`src/rtl/taillight_pattern_decoder.sv`:
```
// Receive-side decoder for the Thunderbird tail-light sequencer: rebuilds the active mode from the lamp lines.
// Optional macro TLD_ABORT_ERR_EN: when defined, an all-off step in the middle of a sequence counts as an error.
module taillight_pattern_decoder #(
  parameter int QUIET_STEPS = 4,
  parameter int CNT_W       = 8
) (
  input  logic             clock,
  input  logic             reset,
  input  logic             step_en,
  input  logic [2:0]       lamps_l,
  input  logic [2:0]       lamps_r,
  output logic [1:0]       mode,
  output logic             mode_valid,
  output logic             cycle_done,
  output logic             err,
  output logic [CNT_W-1:0] cycle_count,
  output logic [CNT_W-1:0] err_count
);

  typedef enum logic [2:0] {
    S_IDLE = 3'd0,
    S_L1   = 3'd1,
    S_L2   = 3'd2,
    S_L3   = 3'd3,
    S_R1   = 3'd4,
    S_R2   = 3'd5,
    S_R3   = 3'd6,
    S_HZ   = 3'd7
  } state_t;

  localparam logic [3:0] QS = 4'(QUIET_STEPS);

  state_t           r_state;
  logic [3:0]       r_quiet;
  logic [1:0]       r_mode;
  logic             r_mode_valid;
  logic             r_cycle_done;
  logic             r_err;
  logic [CNT_W-1:0] r_cycle_count;
  logic [CNT_W-1:0] r_err_count;

  logic [5:0]       w_p;
  logic             w_off;
  logic             w_start;
  state_t           w_start_state;
  logic [1:0]       w_start_mode;
  logic [5:0]       w_exp_p;
  state_t           w_exp_next;
  logic             w_mid;
  logic             w_end;
  logic [3:0]       w_quiet_inc;
  logic [CNT_W-1:0] w_err_cnt_inc;

  assign w_p           = {lamps_l, lamps_r};
  assign w_off         = (w_p == 6'b000_000);
  assign w_quiet_inc   = (r_quiet >= QS) ? r_quiet : r_quiet + 4'd1;
  assign w_err_cnt_inc = (&r_err_count) ? r_err_count : r_err_count + 1'b1;

  always_comb begin
    w_start       = 1'b1;
    w_start_state = S_IDLE;
    w_start_mode  = 2'b00;
    case (w_p)
      6'b001_000: begin w_start_state = S_L1; w_start_mode = 2'b01; end
      6'b000_001: begin w_start_state = S_R1; w_start_mode = 2'b10; end
      6'b111_111: begin w_start_state = S_HZ; w_start_mode = 2'b11; end
      default:    w_start = 1'b0;
    endcase
  end

  // Mid-sequence states advance on one expected pattern; end states close on all-off.
  always_comb begin
    w_exp_p    = 6'b000_000;
    w_exp_next = S_IDLE;
    w_mid      = 1'b0;
    w_end      = 1'b0;
    case (r_state)
      S_L1: begin w_exp_p = 6'b011_000; w_exp_next = S_L2; w_mid = 1'b1; end
      S_L2: begin w_exp_p = 6'b111_000; w_exp_next = S_L3; w_mid = 1'b1; end
      S_R1: begin w_exp_p = 6'b000_011; w_exp_next = S_R2; w_mid = 1'b1; end
      S_R2: begin w_exp_p = 6'b000_111; w_exp_next = S_R3; w_mid = 1'b1; end
      S_L3, S_R3, S_HZ: w_end = 1'b1;
      default: ;
    endcase
  end

  always_ff @(posedge clock or posedge reset) begin
    if (reset) begin
      r_state       <= S_IDLE;
      r_quiet       <= 4'd0;
      r_mode        <= 2'b00;
      r_mode_valid  <= 1'b0;
      r_cycle_done  <= 1'b0;
      r_err         <= 1'b0;
      r_cycle_count <= '0;
      r_err_count   <= '0;
    end else begin
      r_cycle_done <= 1'b0;
      r_err        <= 1'b0;
      if (step_en) begin
        if (r_state == S_IDLE && w_off) begin
          r_quiet <= w_quiet_inc;
          if (w_quiet_inc == QS) begin
            r_mode       <= 2'b00;
            r_mode_valid <= 1'b0;
          end
        end else if (w_mid && w_p == w_exp_p) begin
          r_state <= w_exp_next;
        end else if (w_end && w_off) begin
          r_state       <= S_IDLE;
          r_quiet       <= 4'd0;
          r_cycle_done  <= 1'b1;
          r_cycle_count <= r_cycle_count + 1'b1;
        end else if (w_mid && w_off) begin
          // Abort counts as the first quiet step so the timeout still lines up.
          r_state <= S_IDLE;
          r_quiet <= 4'd1;
`ifdef TLD_ABORT_ERR_EN
          r_err       <= 1'b1;
          r_err_count <= w_err_cnt_inc;
`endif
        end else if (w_start) begin
          if (r_state != S_IDLE) begin
            r_err       <= 1'b1;
            r_err_count <= w_err_cnt_inc;
          end
          r_state      <= w_start_state;
          r_quiet      <= 4'd0;
          r_mode       <= w_start_mode;
          r_mode_valid <= 1'b1;
        end else begin
          r_err       <= 1'b1;
          r_err_count <= w_err_cnt_inc;
          r_state     <= S_IDLE;
          r_quiet     <= 4'd0;
        end
      end
    end
  end

  assign mode        = r_mode;
  assign mode_valid  = r_mode_valid;
  assign cycle_done  = r_cycle_done;
  assign err         = r_err;
  assign cycle_count = r_cycle_count;
  assign err_count   = r_err_count;

endmodule
```
`config.mk`:
```
export PLATFORM = sky130hd
export DESIGN_NAME = taillight_pattern_decoder
export DESIGN_NICKNAME = d
export VERILOG_FILES = /design/src/rtl/taillight_pattern_decoder.sv
export SDC_FILE = /design/constraint.sdc
export NUM_CORES = 1
export LEC_CHECK = 0
export CORE_MARGIN = 10
export CORE_UTILIZATION = 30
export DETAILED_ROUTE_END_ITERATION = 12
export DONT_BUFFER_PORTS = 1
export REMOVE_ABC_BUFFERS = 1
export SLEW_MARGIN = 20
export SYNTH_ARGS = -nofsm -noshare
export SYNTH_HDL_FRONTEND = slang
export SYNTH_SLANG_ARGS = --single-unit
```
`constraint.sdc`:
```
create_clock -name clock -period 1.92 [get_ports clock]
set_input_delay 0.192 -clock clock [delete_from_list [all_inputs] [get_ports clock]]
set_output_delay 0.192 -clock clock [all_outputs]
set_load 0.02 [all_outputs]
```
==> results by group <==
Timing
  – Crit path time final: 1920 ps
  – Clock Skews: 5.86 ps
  – Hold Fails Final Rpt: 0
  – Max Freq: 520 MHz
  – Slew Limit Fails: 0
  – RSZ-0062 raised after global routing: true
  – Final Worst Setup Slack: -4.02 ps
  – Setup TNS: -4.02 ps
  – Fin crit share: 1.00
  – Worst-margin pin slew: 416 ps
  – Worst relative slew slack: 0.720
  – Setup violators final: 1
  – WHS: 123 ps

Detailed routing
  – Via/cell ratio: 4.96
  – Vias: 1256
  – DRC: 0
  – Drt wl/cell: 15.2 um
  – Total wire length: 3.85 mm
  – ANT nets after route: 0
  – First drt pass iteration count: 4
  – Initial DRC Count: 78

Worst setup path
  – CP required: 2070 ps
  – Critical path class: reg -> reg
  – Crit Reg-Reg Endpoint: err_count[1]
  – Critical path arrival: 2080 ps
  – Critical R2R Launch: r_state[0]
  – Worst R2R Path Depth: 7
  – Crit end category: register
  – R2R Setup Slk: -4 ps
  – CP Launch Type: register
  – Worst-path fanout max: 7

Synth
  – EDFF count, synth: 0
  – Sequential share of the synthesized area: 0.441
  – Leading area contributor after synthesis: dfrtp_1
  – Synth area leaders: dfrtp_1 (44%), xnor2_1 (5.0%), xor2_1 (4.4%)
  – XOR/XNOR Fraction of Synth Area: 0.0938
  – Ys Warns: 0
  – Largest family of logic cells by synthesized area: simple AND/OR/NAND/NOR gates
  – Synth Area per Inst: 9.92 um2
  – Commonest cells in the netlist: dfrtp_1 (28), nor2_1 (16), nand2_1 (14)
  – Most common cell in the netlist: dfrtp_1
  – Simple-gate share of the synthesized area: 0.239
  – Post-Synth Adder-Cell Area: 0.0236
  – Main synth FF type: dfrtp_1
  – FF+latch count, synth: 28
  – Fraction of registers with async set/reset: 1.00
  – Multiplexer share of the synthesized area: 0.0213
  – Yosys cell types: 44
  – Post-synth design cell area: 1590 um2
  – Synthesized instance count: 160
  – Post-synthesis compound-gate area fraction: 0.136
  – Synth top area share: 0.441

Run
  – Max-cap violations: 0

Worst hold path
  – Hold endpoint: r_quiet[0]
  – Hold path depth: 3
  – Tightest Hold Check Type: in -> reg
  – HP Start: lamps_r[0]

Clock network
  – Longest Clk Path Bufs: 2
  – TritonCTS buffer count: 3
  – CTS tree: done
  – Max H-tree Level: 1
  – Clk sinks: 28
  – Clock Latency Late Sink: 270 ps
  – Clock Pin Slew Worst Setup and Hold Paths: 90 ps
  – Root Buffer: clkbuf_8

Power and ir drop
  – PnR Total Power: 1.59 mW
  – Power Density: 764 nW/um2
  – Peak VDD IR: 0.000448 V
  – Pleak: 0.881 nW

Die
  – Total die area: 8600 um2
  – Die width: 92.8 um
  – Cell Rows: 26
  – Die Y: 92.8 um
  – Starting Density: 0.311
  – Core Region: 5110 um2
  – Num ports: 30

Run status
  – Failing checks: negative setup slack
  – Status: finished, violations left

Cells and area
  – Area growth syn-to-layout: 31.1%
  – Ant diodes: 0
  – Final Cell Area: 2080 um2
  – Final #Nets: 197
  – Share of cells above drive strength 1: 0.372

GRT
  – GRT Overall Usage: 0.0835
  – Vias in the first global route: 1236
  – Initial antenna violation count: 0
  – Grt ovf: 0
  – First-pass GRT wire length: 6.02 mm
  – Largest net degree at the start of global routing: 29

Placement
  – Post-DP Area: 1800 um2
  – Gpl congestion: 0.891
  – HPWL Detailed: 2.74 mm
  – I/O Buffers: 0
  – Post-Place Setup Slack: -49.7 ps
==> final cells by class <==
class                   instances  area (um2)
multi-input cells             120         991
flip-flops and latches         28         703
fillers                       510        3030
repair buffers                 28         244
well taps                      70        87.6
inverters                       4        15.0
clock buffers                   3        41.3
==> registers in the layout, summed over array words and instances, names as in the netlist <==
register,count
cycle_done,1
mode,2
r_state,3
cycle_count,8
r_quiet,4
err_count,8
mode_valid,1
err,1
==> cell usage in the layout, fill, tap and decap left out, types with 2 or more instances in the layout <==
master / n
dfrtp_1: 26
a31oi_1: 2
nand4_1: 3
nand3_2: 3
a21oi_1: 2
nand4b_1: 2
a21o_1: 2
dfrtp_2: 2
nor2_2: 2
nor3_2: 3
ha_1: 3
clkbuf_8: 3
buf_6: 9
nand2_1: 13
a21oi_2: 2
xnor2_1: 7
nand3_1: 7
o21ai_0: 4
nor2_1: 12
xor2_1: 8
buf_4: 17
o21ai_1: 4
mux2_2: 3
nor2_4: 2
inv_1: 4
nor3_1: 4
==> logic make-up after synthesis <==
kind of cell,Yosys count
XOR/XNOR,17
buffers and inverters,12
AO/OA/AOI/OAI,32
multiplexers,3
AND/OR/NAND/NOR,65
adder cells (fa/ha/maj),3
flip-flops,28
==> power by group <==
part	internal, mW	total, mW	leakage (nW)	switching, mW
Clock	0.141	0.309	0.0216	0.169
Sequential	0.675	0.754	0.369	0.0782
Combinational	0.236	0.527	0.490	0.291
==> worst max path at each step <==
stage / startpoint / end / slack, ps
2_1_floorplan: r_state[0] / err_count[1] / -140
6_report: r_state[0] / err_count[1] / -4
3_3_place_gp: r_state[2] / err_count[4] / -20
5_1_grt: r_state[0] / err_count[4] / -100
3_5_place_dp: r_state[1] / err_count[1] / -50
4_1_cts: r_state[1] / err_count[7] / 10
==> through the flow <==
stage / utilization / cells
6_report: 0.408 / 253
4_1_cts: 0.366 / 250
5_1_grt: 0.408 / 253
3_3_place_gp: 0.352 / 246
3_5_place_dp: 0.352 / 246
2_1_floorplan: - / 152
==> worst max-delay path, stage by stage, from the launching register on <==
cell and delay (ps):
dfrtp_2 470, xnor2_4 230, buf_4 140, nor3_2 40
o31ai_4 300, a21oi_4 120, nor2_2 170, mux2_2 340
==> layer usage <==
layer / track usage / vias up / share of wire
met5: 0 / - / 0
met2: 0.139 / 21 / 0.51
li1: - / 625 / -
met1: 0.106 / 610 / 0.43
met3: 0.0274 / 0 / 0.055
met4: 0.00771 / 0 / 0
==> repair_timing <==
item | 4_1_cts | 5_1_grt
gates resized for setup | 3 | 44
hold endpoints to repair | 28 | 0
gates cloned | 0 | 1
setup endpoints to repair | 12 | 16
hold buffers | 1 | 0
pin swaps | 0 | 13
buffers inserted | 0 | 3
(Power assumes the default switching activity.)
